===== config.mk =====
export PLATFORM = sky130hd
export DESIGN_NAME = uart_tx_arbiter
export DESIGN_NICKNAME = d
export VERILOG_FILES = /design/src/rtl/uart_dbg_pkg.sv /design/src/rtl/arb_watchdog.sv /design/src/rtl/uart_tx_arbiter.sv
export SDC_FILE = /design/constraint.sdc
export NUM_CORES = 1
export LEC_CHECK = 0
export CAP_MARGIN = 30
export CORE_ASPECT_RATIO = 1.2
export CORE_UTILIZATION = 51
export DETAILED_ROUTE_END_ITERATION = 8
export PLACE_DENSITY = 0.83
export SLEW_MARGIN = 10
export SYNTH_ARGS = -nofsm -noshare
export SYNTH_HDL_FRONTEND = slang
export SYNTH_SLANG_ARGS = --single-unit
export TNS_END_PERCENT = 30

===== constraint.sdc =====
create_clock -name clock -period 6 [get_ports clock]
set_input_delay 1.2 -clock clock [delete_from_list [all_inputs] [get_ports clock]]
set_output_delay 1.2 -clock clock [all_outputs]
set_load 0.005 [all_outputs]

===== src/rtl/uart_dbg_pkg.sv =====
`default_nettype none
// ============================================================================
// Package  : uart_dbg_pkg
// Brief    : Shared arbiter state encoding, requester IDs and frame trailer bytes
// Revision : 1.0
// ============================================================================
package uart_dbg_pkg;

    typedef enum logic [0:0] {
        IDLE   = 1'b0,
        LOCKED = 1'b1
    } arb_state_t;

    localparam logic REQ_PIPE = 1'b0;
    localparam logic REQ_MEM  = 1'b1;

    // Both dump streams close their frames with "DONE".
    localparam logic [7:0] TRAILER_D = 8'd68;
    localparam logic [7:0] TRAILER_O = 8'd79;
    localparam logic [7:0] TRAILER_N = 8'd78;
    localparam logic [7:0] TRAILER_E = 8'd69;

    localparam int WDOG_WIDTH = 16;

endpackage
`default_nettype wire


===== src/rtl/arb_watchdog.sv =====
`default_nettype none
// ============================================================================
// Module   : arb_watchdog
// Brief    : Stall counter with expiry strobe, one-cycle pulse and saturating
//            forced-release event counter
// Revision : 1.0
// ============================================================================
module arb_watchdog
    import uart_dbg_pkg::*;
#(
    parameter int TIMEOUT_CYCLES = 1024,
    parameter int ERR_CNT_WIDTH  = 8
) (
    input  logic                     clock,
    input  logic                     reset,
    input  logic                     clear,
    input  logic                     advance,
    output logic                     expire,
    output logic                     timeoutPulse,
    output logic [ERR_CNT_WIDTH-1:0] timeoutCount
);

    localparam logic [WDOG_WIDTH-1:0] c_LIMIT = WDOG_WIDTH'(TIMEOUT_CYCLES - 1);

    logic [WDOG_WIDTH-1:0]    r_stallCount;
    logic                     r_pulse;
    logic [ERR_CNT_WIDTH-1:0] r_eventCount;

    assign expire       = advance && (r_stallCount == c_LIMIT);
    assign timeoutPulse = r_pulse;
    assign timeoutCount = r_eventCount;

    always_ff @(posedge clock or posedge reset) begin
        if (reset) begin
            r_stallCount <= '0;
            r_pulse      <= 1'b0;
            r_eventCount <= '0;
        end else begin
            r_pulse <= expire;
            if (clear || expire) begin
                r_stallCount <= '0;
            end else if (advance) begin
                r_stallCount <= r_stallCount + 1'b1;
            end
            if (expire && (r_eventCount != '1)) begin
                r_eventCount <= r_eventCount + 1'b1;
            end
        end
    end

endmodule
`default_nettype wire


===== src/rtl/uart_tx_arbiter.sv =====
`default_nettype none
// ============================================================================
// Module   : uart_tx_arbiter
// Brief    : Frame-locked round-robin arbiter sharing the UART TX FIFO write
//            port between the pipeline-dump and memory-dump streams
// Revision : 1.0
// ============================================================================
module uart_tx_arbiter
    import uart_dbg_pkg::*;
#(
    parameter int TIMEOUT_CYCLES = 1024,
    parameter int ERR_CNT_WIDTH  = 8
) (
    input  logic                     clock,
    input  logic                     reset,
    input  logic                     req0_valid,
    input  logic [7:0]               req0_data,
    input  logic                     req0_last,
    output logic                     req0_ready,
    input  logic                     req1_valid,
    input  logic [7:0]               req1_data,
    input  logic                     req1_last,
    output logic                     req1_ready,
    input  logic                     fifoFull,
    output logic [7:0]               dataToUartOutFifo,
    output logic                     writeFifoFlag,
    output logic [1:0]               grant,
    output logic                     busy,
    output logic                     timeoutPulse,
    output logic [ERR_CNT_WIDTH-1:0] timeoutCount
);

    arb_state_t r_state;
    logic [1:0] r_grant;
    logic       r_busy;
    logic       r_lastServed;

    logic w_xfer0;
    logic w_xfer1;
    logic w_write;
    logic w_lastXfer;
    logic w_ownerValid;
    logic w_advance;
    logic w_clear;
    logic w_expire;

    // Grant is only non-zero while LOCKED, so it alone qualifies ready.
    assign req0_ready    = r_grant[0] & ~fifoFull;
    assign req1_ready    = r_grant[1] & ~fifoFull;
    assign w_xfer0       = req0_valid & req0_ready;
    assign w_xfer1       = req1_valid & req1_ready;
    assign w_write       = w_xfer0 | w_xfer1;
    assign w_lastXfer    = (w_xfer0 & req0_last) | (w_xfer1 & req1_last);
    assign writeFifoFlag = w_write;
    assign grant         = r_grant;
    assign busy          = r_busy;

    always_comb begin
        dataToUartOutFifo = 8'h00;
        if (w_xfer0) begin
            dataToUartOutFifo = req0_data;
        end else if (w_xfer1) begin
            dataToUartOutFifo = req1_data;
        end
    end

    assign w_ownerValid = (r_grant[0] & req0_valid) | (r_grant[1] & req1_valid);
    assign w_advance    = (r_state == LOCKED) & ~w_ownerValid & ~fifoFull;
    assign w_clear      = (r_state == IDLE) | w_write;

    arb_watchdog #(
        .TIMEOUT_CYCLES (TIMEOUT_CYCLES),
        .ERR_CNT_WIDTH  (ERR_CNT_WIDTH)
    ) u_watchdog (
        .clock        (clock),
        .reset        (reset),
        .clear        (w_clear),
        .advance      (w_advance),
        .expire       (w_expire),
        .timeoutPulse (timeoutPulse),
        .timeoutCount (timeoutCount)
    );

    always_ff @(posedge clock or posedge reset) begin
        if (reset) begin
            r_state      <= IDLE;
            r_grant      <= 2'b00;
            r_busy       <= 1'b0;
            r_lastServed <= REQ_MEM;
        end else begin
            case (r_state)
                IDLE: begin
                    if (req0_valid && (!req1_valid || (r_lastServed == REQ_MEM))) begin
                        r_state <= LOCKED;
                        r_grant <= 2'b01;
                        r_busy  <= 1'b1;
                    end else if (req1_valid) begin
                        r_state <= LOCKED;
                        r_grant <= 2'b10;
                        r_busy  <= 1'b1;
                    end
                end
                LOCKED: begin
                    // A last-byte transfer implies owner valid, so it never
                    // coincides with expiry; both release the same way.
                    if (w_lastXfer || w_expire) begin
                        r_state      <= IDLE;
                        r_grant      <= 2'b00;
                        r_busy       <= 1'b0;
                        r_lastServed <= r_grant[1] ? REQ_MEM : REQ_PIPE;
                    end
                end
                default: begin
                    r_state <= IDLE;
                    r_grant <= 2'b00;
                    r_busy  <= 1'b0;
                end
            endcase
        end
    end

endmodule
`default_nettype wire


After elaboration in Yosys (flattened, before gate mapping)

Index checks and enable logic that the tools add are counted.
W data, S select, Z words.

Word-level logic and storage cells: 57
Output and inout bits: 23
Input port bits: 23
Flip-flop bits (word level): 30

$add $sub $neg: 2
Bitwise logic cells: 17
Reduce and logical (&&, ||, !) cells: 10
Muxes and demuxes: 17
Equality and inequality tests: 4

Operator list:

| operator                | number |
|---|---|
| $mux W16                | 2 |
| $add A16 B1 Y16 const B | 1 |
| $eq A16 B10 Y1 const B  | 1 |
| $mux W8                 | 2 |
| $and A1 B1 Y1           | 10 |
| $add A8 B1 Y8 const B   | 1 |
| $ne A8 B8 Y1 const B    | 1 |
| $mux W1                 | 7 |
| $mux W2                 | 3 |
| $or A1 B1 Y1            | 4 |
| $pmux W1 S2             | 2 |
| $pmux W2 S2             | 1 |
| $reduce_and A2 Y1       | 2 |
| $logic_and A1 B1 Y1     | 3 |
| $logic_or A1 B1 Y1      | 3 |
| $ne A3 B2 Y1 const B    | 1 |
| $not A1 Y1              | 3 |
| $ne A2 B1 Y1 const B    | 1 |
| $reduce_bool A2 Y1      | 1 |
| $logic_not A1 Y1        | 1 |

Logic depth before layout (Yosys ltp)

Gate-level depths: netlist of run 1.

Depth after elaboration: 9
Mapped depth: 8
Mapped depth without buffers: 6

Modules after synthesis

From an unflattened synthesis of run 1, not the netlist that was laid out.

Cell total of the unflattened synthesis: 164
Area, all modules: 1684.1 µm²

Modules (own cells, without submodules):

| module          | instances | sequential area each (µm²) | area each (µm²) | cells each |
|---|---|---|---|---|
| arb_watchdog    | 1         | 625.6                      | 1252.5          | 121 |
| uart_tx_arbiter | 1         | 126.4                      | 431.7           | 43 |

Worst setup path before layout of run 1

Ideal clock, no wire load.

Kind: input -> output
From: input port fifoFull
To: output port dataToUartOutFifo[0]
Data required time: 4800 ps
Data arrival time: 1990 ps
Path slack: 2810 ps
Cell stages on the path: 3
Buffers on the path: 0
Path through: and3b_1 -> a21boi_1 -> a22o_1

Longest elaborated chain between the ends: 5
Elaborated cells between the ends (all ways): 7
Classes of those cells: mux: 2; bitwise: 5

Ends and longest elaborated chain:

| what            | line                                         | source |
|---|---|---|
| start, declared | uart_tx_arbiter.sv:24                        | `input logic fifoFull,` |
| $not A1 Y1 *    | uart_tx_arbiter.sv:48, uart_tx_arbiter.sv:49 |  |
| $and A1 B1 Y1   | uart_tx_arbiter.sv:49                        | `assign req1_ready = r_grant[1] & ~fifoFull;` |
| $and A1 B1 Y1   | uart_tx_arbiter.sv:51                        | `assign w_xfer1 = req1_valid & req1_ready;` |
| $mux W8         | uart_tx_arbiter.sv:62                        | `end else if (w_xfer1) begin` |
| $mux W8 *       | uart_tx_arbiter.sv:60                        | `if (w_xfer0) begin` |
| end, declared   | uart_tx_arbiter.sv:25                        | `output logic [7:0] dataToUartOutFifo,` |

Every way passes the cells marked *; elsewhere a longest branch is shown, timed or not.

Worst setup path after layout of run 1

From: input port req1_valid
To: output port dataToUartOutFifo[0]

Longest elaborated chain between the ends: 3

Ends and longest elaborated chain:

| what            | line                  | source |
|---|---|---|
| start, declared | uart_tx_arbiter.sv:20 | `input logic req1_valid,` |
| $and A1 B1 Y1   | uart_tx_arbiter.sv:51 |  |
| $mux W8         | uart_tx_arbiter.sv:62 |  |
| $mux W8         | uart_tx_arbiter.sv:60 |  |

No other way between the ends.

==> results of run 1 <==
## stage by stage
stage / util (%) / power, W / instances
after floorplan: - / 0.000340 / 167
after global placement: 68.5 / 0.000396 / 241
after detailed placement: 69.4 / 0.000406 / 242
after CTS: 71.4 / 0.000530 / 250
after global routing: 71.4 / 0.000557 / 250
final: 71.4 / 0.000526 / 250
## power groups by stage
stage          Clock (W)  Combinational (W)  Sequential (W)
3_3_place_gp           0           0.000138        0.000258
4_1_cts         0.000127           0.000145        0.000258
6_report        0.000124           0.000144        0.000258
2_1_floorplan          0          0.0000866        0.000253
5_1_grt         0.000136           0.000160        0.000261
3_5_place_dp           0           0.000145        0.000261
## final timing paths
kind                                                        start                                      to  slack [ps]  cells past startpoint
max                                                    req1_valid                    dataToUartOutFifo[0]        1500                      5
min                        u_watchdog.timeoutCount[5]$_DFFE_PP0P_  u_watchdog.timeoutCount[5]$_DFFE_PP0P_         520                      1
max reg2reg                u_watchdog.r_stallCount[0]$_DFFE_PP0P_  u_watchdog.timeoutCount[1]$_DFFE_PP0P_        3920                      5
min reg2reg                u_watchdog.timeoutCount[5]$_DFFE_PP0P_  u_watchdog.timeoutCount[5]$_DFFE_PP0P_         520                      1
max in group asynchronous                                   reset  u_watchdog.r_stallCount[0]$_DFFE_PP0P_        4240                      3
min in group asynchronous                                   reset  u_watchdog.r_stallCount[6]$_DFFE_PP0P_        1240                      2
## routing by layer
layer | up-vias | wire, µm
li1 | 680 | -
met1 | 696 | 1500
met2 | 52 | 2010
met3 | 6 | 275
met4 | 0 | 61
met5 | - | 0
## cell families (layout without fill, tap and decap cells)
group | after synthesis | after routing | share of synthesized area [%]
AND/OR/NAND/NOR | 77 | 77 | 25.3
flip-flops | 30 | 30 | 45.3
AO/OA/AOI/OAI | 22 | 22 | 10.2
XOR/XNOR | 21 | 21 | 11.5
buffers and inverters | 11 | 58 | 3.47
multiplexers | 4 | 4 | 2.64
adder cells (fa/ha/maj) | 2 | 2 | 1.51
## area by class of cell
cell class | count | area [µm²] | area share (%)
Tap cell | 36 | 45.0 | 2.05
Sequential cell | 30 | 752 | 34.2
Clock inverter | 1 | 5.00 | 0.227
Inverter | 4 | 15.0 | 0.682
Multi-Input combinational cell | 126 | 851 | 38.7
Timing Repair Buffer | 46 | 478 | 21.7
Clock buffer | 7 | 55.1 | 2.50
## worst reg2reg max path, delay by kind of cell, from the launching register on
family | cells | cell delay, ps
simple gates | 3 | 1000
flops | 1 | 400
mux | 1 | 350
fa+ha+maj | 1 | 240
## state kept, by name, summed over array words and instances (netlist names)
name / cells
u_watchdog.r_stallCount: 16
u_watchdog.timeoutCount: 8
grant: 2
busy: 1
r_lastServed: 1
r_state: 1
u_watchdog.timeoutPulse: 1
## placed cells by master (no fill, tap or decap), types with 2 or more instances in the layout
cell type        synthesis  routed
clkbuf_4                 0       5
inv_1                    4       4
dfrtp_1                 29      29
and4_1                   3       3
nor2b_1                  2       2
nand4_1                  7       7
and3b_1                  2       2
nand2_1                  7       7
a21oi_1                  3       3
mux2_2                   3       3
nor4_1                   2       2
a22o_1                   9       9
and2_1                   2       2
xor2_1                  10      10
nor3_1                   3       3
ha_1                     2       2
nand3_1                 11      11
nor2_1                  26      26
o21ai_0                  3       3
and3_1                   4       4
xnor2_1                 10      10
clkdlybuf4s50_1          0      45
==> qor.yml, run 1 <==
outcome:
  status: "complete, no violations"
sta:
  timing.fmax_mhz: 222
  worst-slew-pin-transition_ps: 656
  slew_viol_final: 0
  setup_slack_ps: 1500
  post-route-min-period_ps: 4500
  fin_tns_setup_ps: 0
  fin_crit_sh_pct: 74.9
  skew_ps: 15.0
  setup_viol: 0
  hold_viol_final: 0
  slew_headroom_pct: 56.2
  finalHoldWorstSlack_ps: 516
  grt_setup_unrepaired: "false"
grt:
  met2_usage_pct: 41.5
  grt_pass1_vias: 1375
  globalRouteMet3Util_pct: 5.63
  busiest_layer: "met2"
  antenna_found_initial: 0
  grt_pass1_wl_um: 6000
  gr-total-overflow: 0
  grt_use_total_pct: 24.1
  grt_max_degree: 17
  use_met1_pct: 27.3
synth:
  synth_top_area_cell: "dfrtp_1"
  synth_warnings: 0
  synth.most_common_cell: "dfrtp_1"
  async_flop_share_pct: 100
  synth-main-ff-cell: "dfrtp_1"
  syn_area_mm2: 0.00166
  seq_area_frac_synth_pct: 45.3
  ys_top_cells_by_area: "dfrtp_1 (44%), nor2_1 (5.9%), xnor2_1 (5.3%)"
  synth_cells: 167
  synth_seq_cells: 30
  syn_nets: 192
  synth_edf_count: 0
  synth_cell_types: 42
  synth_commonest_cells: "dfrtp_1 (29), nor2_1 (26), nand3_1 (11)"
  syn_area_per_cell_um2: 9.94
  synth_top_area_share_pct: 43.7
setup_path:
  worst_path_max_delay_cell: "clkdlybuf4s50_1"
  max_stage_delay_ps: 620
  crit_family: "buffers and inverters"
  crit_fanout: 8
  crit_buf_inv: 2
  crit_top_cell: "clkdlybuf4s50_1"
  crit_required_ps: 4800
  worstSetupStartpointType: "primary input"
  path_cells: "clkdlybuf4s50_1, and3b_1, a21boi_1, a22o_1, clkdlybuf4s50_1"
  worstPathArrival_ps: 3300
  worstSetupEndpointType: "output port"
  crit_type: "primary input to output port"
floorplanning:
  fp.dieW_um: 54.1
  core_mm2: 0.00308
  die_height_um: 64.5
  rows: 22
  die_area_mm2: 0.00349
  ioPinCount: 46
  start_util_pct: 53.9
power:
  clockPowerShare_pct: 23.6
  power.switching_w: 0.000164
  p_sw_share_pct: 31.2
  p_int_w: 0.000362
  p_comb_share_pct: 27.4
  power_density_mw_per_mm2: 239
  power.leakage_nw: 0.961
  vdd_ir_drop_max_mv: 0.202
  p_seq_share_pct: 49.0
clock_tree:
  cts_sinks: 30
  cts_tree: "yes"
  numCtsBuffers: 5
  cts.clk_slew.worst_paths_ps: 90
  cts_resized: 0
  postCtsSetupRepairBufs: 0
  cts_buffer_depth: 2
  cts_hold_buf: 0
  clk_latency_ps: 340
  cts_root_buf: "clkbuf_4"
  cts_max_level: 2
drt:
  drt_iter0_drc: 20
  drc: 0
  dr.pass1.iters: 4
  via_per_inst: 5.74
  ant_nets: 0
  routedWlPerCell_um: 15.4
  wirelength_um: 3850
  num_vias: 1434
finish:
  fin_area_mm2: 0.00220
  area_delta_synth_final_pct: 32.6
  num-fill-cells: 235
  drive_gt1_share_pct: 8.41
  antenna_cells: 0
  final_nets: 238
placement:
  dp_hpwl_um: 2970
  port_buffers: 45
  dp_slack_ps: 1510
  gp_congestion: 0.826
  placed_cell_area_mm2: 0.00214
hold_path:
  hold_class: "flop to flop"
run:
  maxCapViolCount: 0
No activity file was read; power rests on OpenSTA's default activity.
==> run 2, diff against run 1 <==
CORE_UTILIZATION = 43   (was 51)
PLACE_DENSITY = 0.75   (was 0.83)
clock period = 4 ns   (was 6 ns; I/O delays follow)
==> run 2 against run 1 <==
Clock power grew to 3.1 times the previous value. Routed wire length shrank 0.47%. Flip-flop and latch count is the same. Power grew 87%. Critical endpoint is now dataToUartOutFifo[7]. Utilization shrank 8.5 points. Critical path type unchanged.
==> qor.yml, run 2 (synthesis results as in run 1) <==
run:
  maxCapViolCount: 0
clock_tree:
  cts_buffer_depth: 2
  cts_hold_buf: 0
  cts_resized: 0
  cts_sinks: 30
  numCtsBuffers: 5
  cts.clk_slew.worst_paths_ps: 60
  cts_max_level: 2
  clk_latency_ps: 290
  postCtsSetupRepairBufs: 0
  cts_tree: "yes"
  cts_root_buf: "clkbuf_8"
placement:
  port_buffers: 45
  dp_hpwl_um: 2840
  gp_congestion: 0.823
drt:
  wirelength_um: 3830
  ant_nets: 0
  num_vias: 1458
  dr.pass1.iters: 4
  routedWlPerCell_um: 14.4
  drc: 0
  via_per_inst: 5.48
  drt_iter0_drc: 55
power:
  p_sw_share_pct: 26.3
  p_comb_share_pct: 22.1
  vdd_ir_drop_max_mv: 0.306
  power.leakage_nw: 0.998
  p_total_w: 0.000984
  power_density_mw_per_mm2: 427
  clockPowerShare_pct: 38.7
  p_int_w: 0.000725
  p_seq_share_pct: 39.2
  power.switching_w: 0.000259
sta:
  slew_viol_final: 0
  hold_viol_final: 0
  fin_tns_setup_ps: 0
  worst-slew-pin-transition_ps: 615
  timing.fmax_mhz: 273
  grt_setup_unrepaired: "false"
  post-route-min-period_ps: 3660
  slew_headroom_pct: 58.9
  skew_ps: 11.7
  fin_crit_sh_pct: 91.6
  setup_viol: 0
finish:
  layout_commonest_cell: "clkdlybuf4s50_1"
  antenna_cells: 0
  final_nets: 238
  area_delta_synth_final_pct: 38.7
  top_register: "u_watchdog.r_stallCount"
  drive_gt1_share_pct: 8.88
  layout_common_cells: "clkdlybuf4s50_1 (45), dfrtp_1 (29), nor2_1 (26)"
  largest_reg_flops: 16
grt:
  grt_pass1_wl_um: 6290
  gr-total-overflow: 0
  grt_pass1_vias: 1428
  use_met1_pct: 21.8
  met2_usage_pct: 36.0
  grt_max_degree: 20
  globalRouteMet3Util_pct: 6.67
  antenna_found_initial: 0
  grt_use_total_pct: 20.6
  busiest_layer: "met2"
setup_path:
  worstSetupStartpointType: "primary input"
  crit_fanout: 8
  crit_required_ps: 3200
  worstPathArrival_ps: 2860
  critPathLaunch: "fifoFull"
  r2r_start: "u_watchdog.r_stallCount[0]$_DFFE_PP0P_"
  worstSetupEndpointType: "output port"
  crit_type: "primary input to output port"
floorplanning:
  die_area_mm2: 0.00411
  ioPinCount: 46
  core_mm2: 0.00366
  start_util_pct: 45.3
  fp.dieW_um: 58.7
  die_height_um: 70.1
  rows: 24
hold_path:
  min_from: "u_watchdog.timeoutCount[5]$_DFFE_PP0P_"
  hold_class: "flop to flop"
outcome:
  status: "complete, no violations"
[run 2: layout make-up]
cell class | count | area (µm²)
fillers | 325 | 1360
multi-input cells | 126 | 851
flip-flops and latches | 30 | 752
repair buffers | 46 | 478
clock buffers | 6 | 82.6
well taps | 52 | 65.1
clock inverters | 2 | 60.1
inverters | 4 | 15.0
[run 2: worst paths after layout]
check / end / slack [ps] / cells past startpoint
setup / recovery: dataToUartOutFifo[7] / 340 / 5
hold / removal: u_watchdog.timeoutCount[5]$_DFFE_PP0P_ / 500 / 1
setup reg to reg: u_watchdog.timeoutCount[1]$_DFFE_PP0P_ / 1830 / 5
hold reg to reg: u_watchdog.timeoutCount[5]$_DFFE_PP0P_ / 500 / 1
max in group asynchronous: r_lastServed$_DFFE_PP1P_ / 2570 / 3
min in group asynchronous: busy$_DFFE_PP0P_ / 870 / 2
[run 2: power groups by stage]
stage	combinational, W	clock, W	sequential [W]
after floorplan	0.000130	0	0.000379
after global placement	0.000207	0	0.000387
after detailed placement	0.000218	0	0.000389
after CTS	0.000220	0.000384	0.000385
after global routing	0.000247	0.000403	0.000393
final	0.000217	0.000381	0.000386
[run 2: layer usage]
| layer | wire length, µm | up-vias |
|---|---|---|
| li1 | - | 683 |
| met1 | 1510 | 705 |
| met2 | 1960 | 63 |
| met3 | 282 | 7 |
| met4 | 72 | 0 |
| met5 | 0 | - |
[run 2: worst max-delay path: stages]
cell,delay (ps)
clkdlybuf4s50_1,530
and3b_1,280
a21boi_1,530
a22o_1,220
clkdlybuf4s50_1,500
[run 2: stage by stage]
step / instance area, µm² / setup WS (ps) / hold WS, ps / utilization [%] / std cells
floorplan: 1660 / 1610 / 491 / - / 167
global placement: 2130 / 439 / 491 / 58.2 / 257
detailed placement: 2160 / 344 / 500 / 59.0 / 258
CTS: 2300 / 337 / 513 / 62.9 / 266
global route: 2300 / 223 / 535 / 62.9 / 266
finish: 2300 / 337 / 501 / 62.9 / 266
